### config.mk
export PLATFORM = sky130hd
export DESIGN_NAME = sobel_frame_ctrl_flat
export DESIGN_NICKNAME = d
export VERILOG_FILES = /design/src/rtl/sobel_frame_ctrl_if.sv /design/src/rtl/sobel_frame_ctrl.sv /design/src/flat_wrapper.sv
export SDC_FILE = /design/constraint.sdc
export NUM_CORES = 1
export LEC_CHECK = 0
export CAP_MARGIN = 15
export CORE_MARGIN = 2
export CORE_UTILIZATION = 50
export DETAILED_ROUTE_END_ITERATION = 16
export PLACE_DENSITY_LB_ADDON = 0.08
export SETUP_SLACK_MARGIN = 0.4
export SYNTH_ARGS = -nofsm -noshare
export SYNTH_HDL_FRONTEND = slang
export SYNTH_SLANG_ARGS = --single-unit
### constraint.sdc
create_clock -name clk -period 3.2 [get_ports clk]
set_input_delay 0.64 -clock clk [delete_from_list [all_inputs] [get_ports clk]]
set_output_delay 0.64 -clock clk [all_outputs]
set_load 0.1 [all_outputs]
### src/rtl/sobel_frame_ctrl_if.sv
// sobel_frame_ctrl_if: camera-side capture signals and processor-side pixel stream
interface sobel_frame_ctrl_if;
  logic        cam_vsync;
  logic        cam_href;
  logic [15:0] cam_pixel;
  logic        proc_vsync;
  logic        proc_href;
  logic [15:0] proc_pixel;
  logic        proc_sobel_enable;
  logic        proc_pixel_valid;
  modport master (
    input  cam_vsync, cam_href, cam_pixel, proc_pixel_valid,
    output proc_vsync, proc_href, proc_pixel, proc_sobel_enable
  );
  modport slave (
    output cam_vsync, cam_href, cam_pixel, proc_pixel_valid,
    input  proc_vsync, proc_href, proc_pixel, proc_sobel_enable
  );
endinterface

### src/rtl/sobel_frame_ctrl.sv
// sobel_frame_ctrl: frame sequencer for sobel_processor; SOBEL_CTRL_TIMEOUT_EN enables the href watchdog
module sobel_frame_ctrl #(
  parameter int IMG_WIDTH      = 640,
  parameter int IMG_HEIGHT     = 480,
  parameter int DRAIN_CYCLES   = 64,
  parameter int TIMEOUT_CYCLES = 4096
) (
  input  logic               clk,
  input  logic               rst_n,
  sobel_frame_ctrl_if.master bus,
  input  logic               run,
  input  logic               sobel_req,
  output logic               busy,
  output logic               frame_done,
  output logic               frame_err,
  output logic [3:0]         err_flags,
  output logic [19:0]        out_count,
  output logic [15:0]        frame_cnt
);
  typedef enum logic [1:0] {IDLE, FRAME, DRAIN, DONE} state_t;
  localparam logic [15:0] W   = 16'(IMG_WIDTH);
  localparam logic [15:0] H   = 16'(IMG_HEIGHT);
  localparam logic [15:0] DC  = 16'(DRAIN_CYCLES);
  localparam logic [19:0] EXP = 20'((IMG_HEIGHT - 2) * (IMG_WIDTH - 1));
  state_t      state_q, state_d;
  logic        vs_q, vs_p_q, hr_q, hr_p_q, vs_rise, hr_fall, fin, chk;
  logic [15:0] col_q, col_d, row_q, row_d, quiet_q, quiet_d;
  logic [19:0] cnt_q, cnt_d, oc_q, oc_d;
  logic [1:0]  flg_q, flg_d;
  logic        vsync_q, vsync_d, href_q, href_d, en_q, en_d, done_q, done_d, ferr_q, ferr_d;
  logic [15:0] pixel_q, pixel_d, fc_q, fc_d;
  logic [3:0]  err_q, err_d;
`ifdef SOBEL_CTRL_TIMEOUT_EN
  logic [31:0] to_q, to_d;
  logic        tf_q, tf_d;
`else
  logic        unused_to;
  assign unused_to = ^TIMEOUT_CYCLES;
`endif
  assign vs_rise = vs_q & ~vs_p_q;
  assign hr_fall = hr_p_q & ~hr_q;
  assign busy = state_q == FRAME || state_q == DRAIN;
  assign bus.proc_vsync = vsync_q;
  assign bus.proc_href = href_q;
  assign bus.proc_pixel = pixel_q;
  assign bus.proc_sobel_enable = en_q;
  assign frame_done = done_q;
  assign frame_err = ferr_q;
  assign err_flags = err_q;
  assign out_count = oc_q;
  assign frame_cnt = fc_q;
  always_comb begin
    state_d = state_q;
    col_d = col_q;
    row_d = row_q;
    quiet_d = quiet_q;
    flg_d = flg_q;
    cnt_d = (busy && bus.proc_pixel_valid && cnt_q != '1) ? cnt_q + 20'd1 : cnt_q;
    vsync_d = 1'b0;
    href_d = 1'b0;
    pixel_d = '0;
    en_d = en_q;
    done_d = 1'b0;
    ferr_d = 1'b0;
    err_d = err_q;
    oc_d = oc_q;
    fc_d = fc_q;
    fin = 1'b0;
    chk = 1'b0;
`ifdef SOBEL_CTRL_TIMEOUT_EN
    to_d = to_q;
    tf_d = tf_q;
`endif
    if (state_q == FRAME) begin
      href_d = bus.cam_href && col_q < W && row_q < H;
      pixel_d = href_d ? bus.cam_pixel : '0;
      col_d = hr_fall ? '0 : col_q + {15'd0, bus.cam_href};
      row_d = hr_fall ? row_q + 16'd1 : row_q;
      flg_d[0] = flg_q[0] | (hr_fall && col_q != W);
      flg_d[1] = vs_rise;
      state_d = (hr_fall && row_d == H) ? DRAIN : FRAME;
      quiet_d = '0;
`ifdef SOBEL_CTRL_TIMEOUT_EN
      to_d = bus.cam_href ? '0 : to_q + 32'd1;
      if (to_d == 32'(TIMEOUT_CYCLES)) begin
        tf_d = 1'b1;
        state_d = DRAIN;
      end
`endif
      fin = vs_rise;
    end else if (state_q == DRAIN) begin
      quiet_d = bus.proc_pixel_valid ? '0 : quiet_q + 16'd1;
      state_d = quiet_d == DC ? DONE : DRAIN;
      fin = vs_rise;
      chk = vs_rise;
    end else if (state_q == DONE) begin
      fin = 1'b1;
      chk = 1'b1;
    end
    if (fin) begin
      err_d = {1'b0, chk && cnt_q != EXP, flg_d};
`ifdef SOBEL_CTRL_TIMEOUT_EN
      err_d[3] = tf_d;
`endif
      oc_d = cnt_q;
      done_d = 1'b1;
      ferr_d = |err_d;
      fc_d = fc_q + 16'd1;
      state_d = IDLE;
    end
    if ((state_q == IDLE || fin) && vs_rise && run) begin
      state_d = FRAME;
      en_d = sobel_req;
      col_d = '0;
      row_d = '0;
      quiet_d = '0;
      cnt_d = '0;
      flg_d = '0;
      vsync_d = 1'b1;
`ifdef SOBEL_CTRL_TIMEOUT_EN
      to_d = '0;
      tf_d = 1'b0;
`endif
    end
  end
  always_ff @(posedge clk or negedge rst_n) begin
    if (!rst_n) begin
      state_q <= IDLE;
      {vs_q, vs_p_q, hr_q, hr_p_q} <= '0;
      {col_q, row_q, quiet_q, cnt_q, oc_q, flg_q} <= '0;
      {vsync_q, href_q, en_q, done_q, ferr_q} <= '0;
      {pixel_q, fc_q, err_q} <= '0;
`ifdef SOBEL_CTRL_TIMEOUT_EN
      to_q <= '0;
      tf_q <= 1'b0;
`endif
    end else begin
      state_q <= state_d;
      vs_q <= bus.cam_vsync;
      vs_p_q <= vs_q;
      hr_q <= bus.cam_href;
      hr_p_q <= hr_q;
      col_q <= col_d;
      row_q <= row_d;
      quiet_q <= quiet_d;
      cnt_q <= cnt_d;
      oc_q <= oc_d;
      flg_q <= flg_d;
      vsync_q <= vsync_d;
      href_q <= href_d;
      en_q <= en_d;
      done_q <= done_d;
      ferr_q <= ferr_d;
      pixel_q <= pixel_d;
      fc_q <= fc_d;
      err_q <= err_d;
`ifdef SOBEL_CTRL_TIMEOUT_EN
      to_q <= to_d;
      tf_q <= tf_d;
`endif
    end
  end
endmodule

### src/flat_wrapper.sv
// flat-port wrapper written by rule: the top's interface ports become plain ports
module sobel_frame_ctrl_flat 
#(
  parameter int IMG_WIDTH      = 640,
  parameter int IMG_HEIGHT     = 480,
  parameter int DRAIN_CYCLES   = 64,
  parameter int TIMEOUT_CYCLES = 4096
)
  (clk, rst_n, run, sobel_req, busy, frame_done, frame_err, err_flags, out_count, frame_cnt, bus_cam_vsync, bus_cam_href, bus_cam_pixel, bus_proc_pixel_valid, bus_proc_vsync, bus_proc_href, bus_proc_pixel, bus_proc_sobel_enable);
  sobel_frame_ctrl_if bus_i ();
  input  logic clk;
  input  logic rst_n;
  input  logic run;
  input  logic sobel_req;
  output logic busy;
  output logic frame_done;
  output logic frame_err;
  output logic [3:0] err_flags;
  output logic [19:0] out_count;
  output logic [15:0] frame_cnt;
  input wire logic [$bits(bus_i.cam_vsync)-1:0] bus_cam_vsync;
  input wire logic [$bits(bus_i.cam_href)-1:0] bus_cam_href;
  input wire logic [$bits(bus_i.cam_pixel)-1:0] bus_cam_pixel;
  input wire logic [$bits(bus_i.proc_pixel_valid)-1:0] bus_proc_pixel_valid;
  output wire logic [$bits(bus_i.proc_vsync)-1:0] bus_proc_vsync;
  output wire logic [$bits(bus_i.proc_href)-1:0] bus_proc_href;
  output wire logic [$bits(bus_i.proc_pixel)-1:0] bus_proc_pixel;
  output wire logic [$bits(bus_i.proc_sobel_enable)-1:0] bus_proc_sobel_enable;
  assign bus_i.cam_vsync = bus_cam_vsync;
  assign bus_i.cam_href = bus_cam_href;
  assign bus_i.cam_pixel = bus_cam_pixel;
  assign bus_i.proc_pixel_valid = bus_proc_pixel_valid;
  assign bus_proc_vsync = bus_i.proc_vsync;
  assign bus_proc_href = bus_i.proc_href;
  assign bus_proc_pixel = bus_i.proc_pixel;
  assign bus_proc_sobel_enable = bus_i.proc_sobel_enable;
  sobel_frame_ctrl #(.IMG_WIDTH(IMG_WIDTH), .IMG_HEIGHT(IMG_HEIGHT), .DRAIN_CYCLES(DRAIN_CYCLES), .TIMEOUT_CYCLES(TIMEOUT_CYCLES)) u_core (.clk(clk), .rst_n(rst_n), .bus(bus_i), .run(run), .sobel_req(sobel_req), .busy(busy), .frame_done(frame_done), .frame_err(frame_err), .err_flags(err_flags), .out_count(out_count), .frame_cnt(frame_cnt));
endmodule
### Word level (Yosys, flattened, before mapping)

Cells that the tools add are included.

| operators by class | value |
|---|---|
| $add $sub $neg | 5 |
| magnitude comparators | 2 |
| equal/unequal tests | 8 |
| mux-type cells | 30 |
| bitwise operators | 5 |
| reductions and logical operators | 17 |

Operator list:

| cell | number |
|---|---|
| 16-bit two-way mux | 12 |
| 16-bit by 1-bit adder with 16-bit output (second input constant) | 3 |
| 20-bit two-way mux | 2 |
| 20-bit by 1-bit adder with 20-bit output (second input constant) | 1 |
| 20-bit by 19-bit inequality test with 1-bit output (second input constant) | 1 |
| 20-bit inequality test (second input constant) | 1 |
| 16-bit by 1-bit adder with 16-bit output | 1 |
| 16-bit by 7-bit == test with 1-bit output (second input constant) | 1 |
| 16-bit by 9-bit == test with 1-bit output (second input constant) | 1 |
| 16-bit by 10-bit less-than comparator with 1-bit output (second input constant) | 1 |
| 16-bit by 9-bit less-than comparator with 1-bit output (second input constant) | 1 |
| 16-bit by 10-bit inequality test with 1-bit output (second input constant) | 1 |
| 2-bit two-way mux | 7 |
| 1-bit logical AND | 9 |
| 1-bit two-way mux | 9 |
| 2-bit == test (second input constant) | 2 |
| 2-bit nonzero test | 2 |
| 4-bit nonzero test | 1 |
| 3-bit nonzero test | 1 |
| 3-bit OR reduction | 1 |
| 1-bit AND | 2 |
| 2-bit by 1-bit == test with 1-bit output (second input constant) | 1 |
| 2-bit logical NOT | 1 |
| 1-bit logical OR | 2 |
| other kinds (2) | 3 |

| word-level totals | value |
|---|---|
| register bits | 136 |
| input port bits | 23 |
| logic and storage cells | 86 |

### Logic depth before layout (Yosys ltp)

Gate-level depths: netlist (run 1).

| depth | value |
|---|---|
| depth in word-level cells | 9 |
| depth in mapped cells | 13 |

### Worst setup path before layout (run 1)

Ideal clock, no wire load.

| timing | value |
|---|---|
| kind | reg2reg |
| start point | reg u_core.state_q[0] |
| end point | reg u_core.cnt_q[18] |
| data arrival time | 2.419 ns |
| required time | 3.068 ns |
| setup slack | 0.650 ns |
| cell stages (with the launch flop) | 9 |
| path buffers | 0 |
| path through | dfrtp_1 inv_1 ha_1 and2_1 nand2_1 nor4b_1 nand3_1 xor2_1 nor2_1 |

RTL lines:

| item | RTL line | source |
|---|---|---|
| start: declaration | sobel_frame_ctrl.sv:25 | `state_t state_q, state_d;` |
| start signal: assignment | sobel_frame_ctrl.sv:138 | `state_q <= state_d;` |
| 2-bit by 1-bit == test with 1-bit output / 2-bit == test (equally long branches) | sobel_frame_ctrl.sv:42 | `assign busy = state_q == FRAME \|\| state_q == DRAIN;` |
| 1-bit logical OR (*) | sobel_frame_ctrl.sv:42 |  |
| net busy | flat_wrapper.sv:15 | `output logic busy;` |
| 1-bit logical AND (*) (2 in series) | sobel_frame_ctrl.sv:58 | `cnt_d = (busy && bus.proc_pixel_valid && cnt_q != '1) ? cnt_q + 20'd1 : cnt_q;` |
| 2-bit nonzero test (no line) (*) | n/a |  |
| end signal: assignment | sobel_frame_ctrl.sv:146 | `cnt_q <= cnt_d;` |
| end: declaration | sobel_frame_ctrl.sv:28 | `logic [19:0] cnt_q, cnt_d, oc_q, oc_d;` |

Mark *: on every way through the listed nets, which the timed path passes. The rest lies on a longest branch.
A chain may end at the register's enable or synchronous reset.

### Worst setup path in the final report (run 1)

| timing | value |
|---|---|
| start point | reg u_core.row_q[6] |
| end point | reg u_core.state_q[0] |

| on the way | value |
|---|---|
| longest elaborated chain between the ends | 8 |

Ends and longest elaborated chain:

| item | RTL line | source |
|---|---|---|
| start: declaration | sobel_frame_ctrl.sv:27 | `logic [15:0] col_q, col_d, row_q, row_d, quiet_q, quiet_d;` |
| start signal: assignment | sobel_frame_ctrl.sv:144 | `row_q <= row_d;` |
| 16-bit by 1-bit adder with 16-bit output | sobel_frame_ctrl.sv:78 | `row_d = hr_fall ? row_q + 16'd1 : row_q;` |
| 16-bit two-way mux (*) | sobel_frame_ctrl.sv:78 |  |
| 16-bit by 9-bit == test with 1-bit output (*) | sobel_frame_ctrl.sv:81 | `state_d = (hr_fall && row_d == H) ? DRAIN : FRAME;` |
| 1-bit logical AND (*) | sobel_frame_ctrl.sv:81 |  |
| 2-bit two-way mux (*) | sobel_frame_ctrl.sv:81 |  |
| 2-bit two-way mux (*) | sobel_frame_ctrl.sv:74 | `if (state_q == FRAME) begin` |
| 2-bit two-way mux (*) | sobel_frame_ctrl.sv:100 | `if (fin) begin` |
| 2-bit two-way mux (*) | sobel_frame_ctrl.sv:111 | `if ((state_q == IDLE \|\| fin) && vs_rise && run) begin` |

Every way passes the cells marked *; elsewhere a longest branch is shown, timed or not.

==> run metrics, run 1 <==
count of TritonRoute iterations in the first routing pass 7; finished layout cell area between 8000 and 9000 um2; H-Tree Depth 4; combinational share of power 22.9%; part of the cycle the worst path needs a little over 80%; Final WS setup 557 ps; Period minus WS final approximately 2600 ps; category of the most critical setup path reg2reg; clock network fraction of design power around 39%; Worst slew margin around 52%; # IOs 85; RSZ-0062 raised after global routing false; Post-Syn Area ~6600 um2; Crit path arrival time just under 3000 ps; net count reported at finish 841; worst vdd rail ir drop 0.451 mV; slew at the pin with the worst max-slew slack 718 ps; floorplan die area 14200 um2; RD Place Congestion 0.900; ant diodes 0; category of the worst setup path launch point flop; overall routing resource usage 22.8%; number of placement rows 42; Resize count post-CTS 0; net count after synthesis between 700 and 800; Sum Neg Setup Slack 0 ps; total power divided by cell area about 650 nW/um2; Max Fclk roughly 0.38 GHz; Clock transition at path regs roughly 60 ps; Routed WL per cell 15.3 um; hold slack approximately 210 ps; initial antenna violation count 0; slowest stage delay, CP between 700 and 800 ps; setup repair bufs after CTS 0; commonest non-fill, non-tap cell in the layout dfrtp_1; Post-synth EDFFs 0; Clk Latency, worst-skew pair roughly 430 ps; Max-Cap Viols 0; reported leakage power 3.77 nW; wire length after detailed routing 15300 um; worst slack, placed 451 ps; commonest non-fill, non-tap cells in the layout dfrtp_1, nand2_1, nor2_1, buf_4, nand3_1; clock root buffer clkbuf_16; total overflow reported by the global router 0; total number of vias ~5500; register bit total from synthesis roughly 140; number of clock buffers inserted by TritonCTS 17; count of yosys warnings during synthesis 0; ratio of cells with drive above 1 in the final layout 13.4%; maximum clock insertion buffer count 2; wire length of the first global-routing pass ~26000 um; hold crit path type in2async; Vert. Die Dim between 100 and 150 um; Sink Count roughly 140; Final ANT Viol Nets 0; gate count after technology mapping 728; post-route DRC violation count 0; slowest library cell on the worst path or4_1; initial core utilization between 50% and 60%; switching portion of total power around a third; status completed; fraction of registers with async set or reset after synthesis between 90% and 100%; number of hold-repair buffers added at the cts stage 0; core occupancy in the finished layout slightly above 60%; final worst clock skew 8.63 ps; via count of the first global-routing pass 5412; worst endpoint required time around 3500 ps; floorplan die width 119 um; maximum number of pins on one net before global-route repair 72; sequential cell area fraction in the yosys report between 50% and 60%; final setup fails 0; standard cell core area roughly 13000 um2; Post-synth top flop dfrtp_1; average size of a mapped cell between 9 and 10 um2; fin. max-slew vios 0; capturing element type of the critical path flop; final count of hold timing violations 0; layout overhead on the synthesized area 22.6%; DR vias/cell 5.53; Switching Power around 1.8 mW; Critical Path, Cell by Cell nand4_2, or4_1, or3_1, a21oi_1, nand4_1, o221ai_1, o31ai_1; CTS tree done; Detailed Place HPWL 10500 um; post-place instance area about 7500 um2; PortBufs 83; number of distinct library cells after synthesis 50; DRC violation total after the first TritonRoute iteration ~470; share of total power in sequential cells a little under two fifths; peak fanout along the critical path 9; internal power summed over all cells ~3.5 mW
layout make-up:
cell class | instances | area, um2
Clock inverter | 11 | 171
Multi-Input combinational cell | 544 | 3040
Fill cell | 1108 | 4960
Clock buffer | 20 | 457
Inverter | 15 | 56.3
Sequential cell | 136 | 3400
Tap cell | 176 | 220
Timing Repair Buffer | 94 | 774
metal layers:
layer / wire length, um / up-vias / track usage [%]
li1: - / 2662 / -
met1: 6710 / 2651 / 29.7
met2: 7380 / 175 / 36.9
met3: 914 / 21 / 5.32
met4: 264 / 0 / 9.30
met5: 0 / - / 0
cell usage after synthesis, types with 4 or more instances:
cell      count  area [um2]
xor2_1       29         254
o31ai_1      10        75.1
and3_1       12        75.1
nand4_1      17         106
buf_2         4        20.0
nand2_1     126         473
and4_1        4        35.0
or4_1         5        37.5
and2_1       23         144
inv_1        15        56.3
nor2_1       90         338
nor4_1        8        50.1
dfrtp_1     136        3400
o21ai_0      31         155
xnor2_1      21         184
nor3_1       15        75.1
ha_1         10         125
clkbuf_1     25        93.8
a21oi_1      40         200
nand2b_1      5        31.3
nor4b_1       5        43.8
mux2i_1       6        60.1
nand3_1      43         215
or3_1         5        31.3
flip-flops by register name (all words and copies together) (netlist names), 2 cells and up:
| register | flops |
|---|---|
| u_core.cnt_q | 20 |
| u_core.out_count | 20 |
| u_core.bus.proc_pixel | 16 |
| u_core.col_q | 16 |
| u_core.frame_cnt | 16 |
| u_core.quiet_q | 16 |
| u_core.row_q | 16 |
| u_core.err_flags | 3 |
| u_core.flg_q | 2 |
| u_core.state_q | 2 |
through the flow:
| step | power (mW) | std cells |
|---|---|---|
| 6_report | 5.31 | 996 |
| 5_1_grt | 5.50 | 996 |
| 4_1_cts | 5.35 | 996 |
| 3_5_place_dp | 3.26 | 965 |
| 3_3_place_gp | 3.24 | 965 |
| 2_1_floorplan | 2.92 | 728 |
final timing paths:
kind | endpoint | from | cells after the start | slack, ps
max | u_core.state_q[0] | u_core.row_q[6] | 7 | 560
max reg2reg | u_core.state_q[0] | u_core.row_q[6] | 7 | 560
max in group asynchronous | u_core.frame_cnt[2] | rst_n | 2 | 2220
min | u_core.hr_p_q | rst_n | 1 | 210
min reg2reg | u_core.vs_p_q | u_core.vs_q | 0 | 400
min in group clk | u_core.vs_p_q | u_core.vs_q | 0 | 400
worst max-delay path: cells and delay by family, from the launching register on:
kind | cells | cell delay (ps)
AND/OR/NAND/NOR | 4 | 1530
flip-flops | 1 | 520
AO/OA/AOI/OAI | 3 | 460
power by group through the flow:
stage                     Clock, mW  Combinational (mW)  Sequential, mW
after CTS                      2.11                1.23            2.01
after floorplan                   0               0.313            2.60
after global placement            0                1.21            2.03
after global routing           2.18                1.29            2.03
after detailed placement          0                1.22            2.04
final                          2.08                1.22            2.01
kinds of logic (layout without fill, tap and decap cells):
logic type,Yosys count,after routing,synth area share (%)
AOI/OAI and AO/OA,102,102,9.20
xor gates and xnor gates,50,50,6.61
adders and majority gates,10,10,1.89
buffers and inverters,48,140,2.85
DFF,136,136,51.4
muxes,8,8,1.25
other,1,1,0.0566
and+or+nand+nor,373,373,26.8
(Power assumes the default switching activity.)
==> run 2, diff against run 1 <==
==> constraint.sdc (replaced) <==
create_clock -name clk -period 2.55 [get_ports clk]
set_input_delay 0.51 -clock clk [delete_from_list [all_inputs] [get_ports clk]]
set_output_delay 0.51 -clock clk [all_outputs]
set_load 0.1 [all_outputs]
==> run metrics, run 2 (same netlist as run 1, synthesis figures left out) <==
combinational share of power 25.1% (+2.2 points); standard cell core area 13100 um2 (unchanged); Sink Count 136 (unchanged); clock root buffer clkbuf_16; Max-Cap Viols 0 (unchanged); H-Tree Depth 4 (unchanged); maximum number of pins on one net before global-route repair 48 (-33%); initial core utilization 50.6% (unchanged); Final ANT Viol Nets 0 (unchanged); total power divided by cell area 750 nW/um2 (+15%); Period minus WS final 2150 ps (-492 ps); floorplan die area 14200 um2 (unchanged); Vert. Die Dim 119 um (unchanged); total overflow reported by the global router 0 (unchanged); ratio of cells with drive above 1 in the final layout 22.4% (+9.0 points); Sum Neg Setup Slack 0 ps (unchanged); Clk Latency, worst-skew pair 420 ps (about the same); RD Place Congestion 0.864 (-4.0%); number of cells in the finished layout apart from fillers 1041 (+4.5%); final worst clock skew 6.99 ps (-1.64 ps); commonest non-fill, non-tap cell in the layout dfrtp_1; overall routing resource usage 23.6% (+0.84 points); post-route DRC violation count 0 (unchanged); fin. max-slew vios 0 (unchanged); wire length after detailed routing 16100 um (+5.4%); ant diodes 0 (unchanged); wire length of the first global-routing pass 27100 um (+4.7%); DR vias/cell 5.55 (+0.30%); # IOs 85 (unchanged); category of the worst setup path launch point flop; part of the cycle the worst path needs 84.3% (+1.7 points); via count of the first global-routing pass 5629 (+4.0%); Worst R2R Setup Slack 400 ps (-160 ps); reported leakage power 3.99 nW (+5.7%); Switching Power 2.33 mW (+28%); maximum clock insertion buffer count 2 (unchanged); Clock transition at path regs 60 ps (about the same); commonest non-fill, non-tap cells in the layout dfrtp_1, nand2_1, buf_4, nor2_1, nand3_1; clock network fraction of design power 35.9% (-3.3 points); Routed WL per cell 15.5 um (+0.89%); layout overhead on the synthesized area 29.5%; Crit path arrival time 2450 ps (-490 ps); fillers 1048 (-5.4%); PortBufs 83 (unchanged); count of TritonRoute iterations in the first routing pass 5 (-2); share of total power in sequential cells 39.0% (+1.1 points); sum of met3 wire segment lengths after detailed routing 788 um (-14%); routed metal-1 wirelength 7200 um (+7.2%); internal power summed over all cells 4.10 mW (+18%); number of clock buffers inserted by TritonCTS 17 (unchanged); DRC violation total after the first TritonRoute iteration 340 (-27%); highest routed layer met4; category of the most critical setup path reg2reg; Max Fclk 0.465 GHz (+23%); worst vdd rail ir drop 0.842 mV (+87%); final setup fails 0 (unchanged); sequential cell area in the final layout 3410 um2 (+0.18%); slew at the pin with the worst max-slew slack 691 ps (-27.1 ps); worst endpoint required time 2850 ps (-650 ps); Detailed Place HPWL 10700 um (+2.0%); final count of hold timing violations 0 (unchanged); switching portion of total power 36.2% (+2.0 points); capturing element type of the critical path flop; wire length on met2 7790 um (+5.6%); initial antenna violation count 0 (unchanged); number of placement rows 42 (unchanged); peak fanout along the critical path 4 (-5); CTS tree done; floorplan die width 119 um (unchanged); Worst slew margin 53.9% (+1.8 points); status completed; hold crit path type in2async; number of cells after detailed placement 986 (+2.2%); area of combinational cells with multiple inputs 3220 um2 (+5.9%); RSZ-0062 raised after global routing true; net count reported at finish 885 (+5.2%); total number of vias 5775 (+4.8%)
==> run 2: cell type report <==
cell class	instances	share of cell area, %
tap	176	2.57
clock inverter	13	1.46
clock buffer	19	5.05
multi-input combinational	544	37.5
sequential	136	39.7
timing repair buffer	138	13.0
inverter	15	0.656
==> run 2: what timing repair did <==
item | CTS | global route
setup buffers | 20 | 3
pin swaps | 11 | 9
endpoints found under the setup margin | 38 | 83
gates resized for setup | 23 | 24
hold endpoints to repair | 0 | 0
hold buffers | 0 | 0
cloned | 0 | 0
==> run 2: critical path, cell delays in order (launching register included) <==
cell      delay (ps)
dfrtp_1          400
ha_2             200
nand3b_1         100
or4_4            430
or3_1            330
a21oi_2          140
nand4_1          210
o221ai_2         130
o31ai_2           90
==> run 2: power groups by stage <==
| stage | Clock [mW] | Sequential [mW] | Combinational (mW) |
|---|---|---|---|
| floorplan | 0 | 3.27 | 0.396 |
| global placement | 0 | 2.54 | 1.54 |
| detailed placement | 0 | 2.55 | 1.56 |
| CTS | 2.34 | 2.51 | 1.60 |
| global route | 2.44 | 2.53 | 1.71 |
| finish | 2.31 | 2.51 | 1.61 |
==> run 2: final timing paths <==
check | startpoint | end | cells after the start
worst max-delay path | u_core.row_q[0] | u_core.state_q[0] | 8
worst min-delay path | rst_n | u_core.row_q[3] | 1
worst max register to register | u_core.row_q[0] | u_core.state_q[0] | 8
worst min register to register | u_core.vs_q | u_core.vs_p_q | 0
max in group asynchronous | rst_n | u_core.quiet_q[1] | 2
min in group clk | u_core.vs_q | u_core.vs_p_q | 0
==> run 2: stage by stage <==
stage | area, um2 | worst slack (ps) | util [%] | hold slack (ps) | power, mW
2_1_floorplan | 6650 | 384 | - | 214 | 3.66
3_3_place_gp | 7670 | 146 | 58.6 | 389 | 4.08
3_5_place_dp | 7670 | 119 | 58.6 | 383 | 4.11
4_1_cts | 8460 | 367 | 64.6 | 27.6 | 6.45
5_1_grt | 8580 | 271 | 65.6 | 44.5 | 6.69
6_report | 8580 | 399 | 65.6 | 18.6 | 6.43
==> run 2: per-layer routing <==
layer	GRT usage (%)	up-vias
li1	-	2742
met1	31.1	2848
met2	37.9	156
met3	6.13	29
met4	8.48	0
met5	0	-
==> run 3, diff against run 2 <==
==> constraint.sdc (replaced) <==
create_clock -name clk -period 2.2 [get_ports clk]
set_input_delay 0.44 -clock clk [delete_from_list [all_inputs] [get_ports clk]]
set_output_delay 0.44 -clock clk [all_outputs]
set_load 0.1 [all_outputs]
==> run metrics, run 3 (same netlist as run 1, synthesis figures left out) <==
delay-heaviest family, CP simple AND/OR/NAND/NOR gates; number of cells in the finished layout apart from fillers 1108 (+6.4%); fin. max-slew vios 0 (unchanged); Detailed Place HPWL 11200 um (+4.3%); post-route DRC violation count 0 (unchanged); combined buffer and inverter count along the critical path 0 (unchanged); Sum Neg Setup Slack 0 ps (unchanged); clock root buffer clkbuf_16; number of cells after detailed placement 1018 (+3.2%); reported leakage power 4.57 nW (+15%); net count reported at finish 953 (+7.7%); slowest library cell on the worst path or4_4; floorplan die area 14200 um2 (unchanged); overall routing resource usage 25.2% (+1.5 points); wire length of the first global-routing pass 28500 um (+5.1%); Sink Count 136 (unchanged); Crit path arrival time 2430 ps (-20 ps); Worst slew margin 65.3% (+11 points); commonest non-fill, non-tap cells in the layout buf_4, dfrtp_1, nand2_1, nor2_1, buf_6; Max-Cap Viols 0 (unchanged); category of the most critical setup path reg2reg; total overflow reported by the global router 0 (unchanged); CTS tree done; worst vdd rail ir drop 0.918 mV (+9.0%); Clk Latency, worst-skew pair 430 ps (about the same); number of clock buffers inserted by TritonCTS 17 (unchanged); peak fanout along the critical path 2 (-2); category of the worst setup path launch point flop; Critical Path, Cell by Cell ha_2, nand3b_1, or4_4, or3_4, a21oi_4, nand4_1, o221ai_2, o31ai_2; number of placement rows 42 (unchanged); final count of hold timing violations 0 (unchanged); commonest non-fill, non-tap cell in the layout buf_4; standard cell core area 13100 um2 (unchanged); worst endpoint required time 2500 ps (-350 ps); initial antenna violation count 0 (unchanged); # IOs 85 (unchanged); Routed WL per cell 17.4 um (+12%); final worst clock skew 5.73 ps (-1.27 ps); H-Tree Depth 4 (unchanged); hold crit path type in2reg; DR vias/cell 5.60 (+1.0%); wire length after detailed routing 19300 um (+20%); capturing element type of the critical path flop; via count of the first global-routing pass 5906 (+4.9%); PortBufs 83 (unchanged); part of the cycle the worst path needs 96.8% (+12 points); layout overhead on the synthesized area 52.5%; slew at the pin with the worst max-slew slack 516 ps (-175 ps); ratio of cells with drive above 1 in the final layout 41.2% (+19 points); Final ANT Viol Nets 0 (unchanged); total power divided by cell area 788 nW/um2 (+5.0%); slowest stage delay, CP 440 ps (about the same); initial core utilization 50.6% (unchanged); maximum clock insertion buffer count 2 (unchanged); DRC violation total after the first TritonRoute iteration 412 (+21%); total number of vias 6209 (+7.5%); final setup fails 0 (unchanged); Period minus WS final 2130 ps (-22.3 ps); RD Place Congestion 0.895 (+3.6%); status completed; Max Fclk 0.470 GHz (+1.0%); core occupancy in the finished layout 77.3% (+12 points); floorplan die width 119 um (unchanged); count of TritonRoute iterations in the first routing pass 5 (unchanged); Vert. Die Dim 119 um (unchanged); ant diodes 0 (unchanged); Clock transition at path regs 60 ps (about the same); RSZ-0062 raised after global routing true; maximum number of pins on one net before global-route repair 53 (+10%)
[run 3: final timing paths]
path                                      start                 to  slack (ps)  cells past startpoint
worst max-delay path            u_core.row_q[0]  u_core.state_q[0]          70                      8
min in group asynchronous                 rst_n   u_core.row_q[15]         520                      2
worst min register to register      u_core.vs_q      u_core.vs_p_q         430                      0
worst max register to register  u_core.row_q[0]  u_core.state_q[0]          70                      8
worst min-delay path               bus_cam_href        u_core.hr_q         400                      2
max in group asynchronous                 rst_n  u_core.quiet_q[9]        1040                      3
[run 3: power by group]
part | internal, mW | switching, mW | leakage [nW]
registers | 2.72 | 0.215 | 1.81
clock network | 1.78 | 1.09 | 0.288
logic | 0.650 | 1.50 | 2.47
[run 3: timing repair]
action,CTS,global route
pin swaps,27,86
resized for setup,59,175
hold buffers,1,0
cloned,2,4
endpoints found under the setup margin,102,99
setup buffers,22,30
endpoints found under the hold margin,48,0
[run 3: layout make-up]
class	count	area, um2
Sequential cell	136	3420
Fill cell	814	2980
Clock inverter	10	119
Timing Repair Buffer	202	1840
Clock buffer	21	480
Tap cell	176	220
Timing Repair inverter	3	20.0
Inverter	15	68.8
Multi-Input combinational cell	545	3930
[run 3: metal layers]
metal  GRT usage [%]  share of wire, %
met2            41.7                52
met5               0                 0
met4            9.97               2.4
met3            5.32               4.9
met1            32.4                41
[run 3: stage by stage]
stage                     worst slack [ps]  total power, mW  hold slack (ps)  area [um2]
after floorplan                       98.4             4.29              144        6860
after global placement                -127             4.81              404        8080
after detailed placement              -134             4.85              409        8080
after CTS                              100             7.82              395        9110
after global routing                 -92.7             8.23              425       10100
final                                 71.4             7.96              404       10100
[run 3: worst reg2reg max path: cells and delay by family, from the launching register on]
kind / cells / cell delay (ps)
adder cells (fa/ha/maj): 1 / 180
AO/OA/AOI/OAI: 3 / 350
flip-flops: 1 / 360
AND/OR/NAND/NOR: 4 / 1110
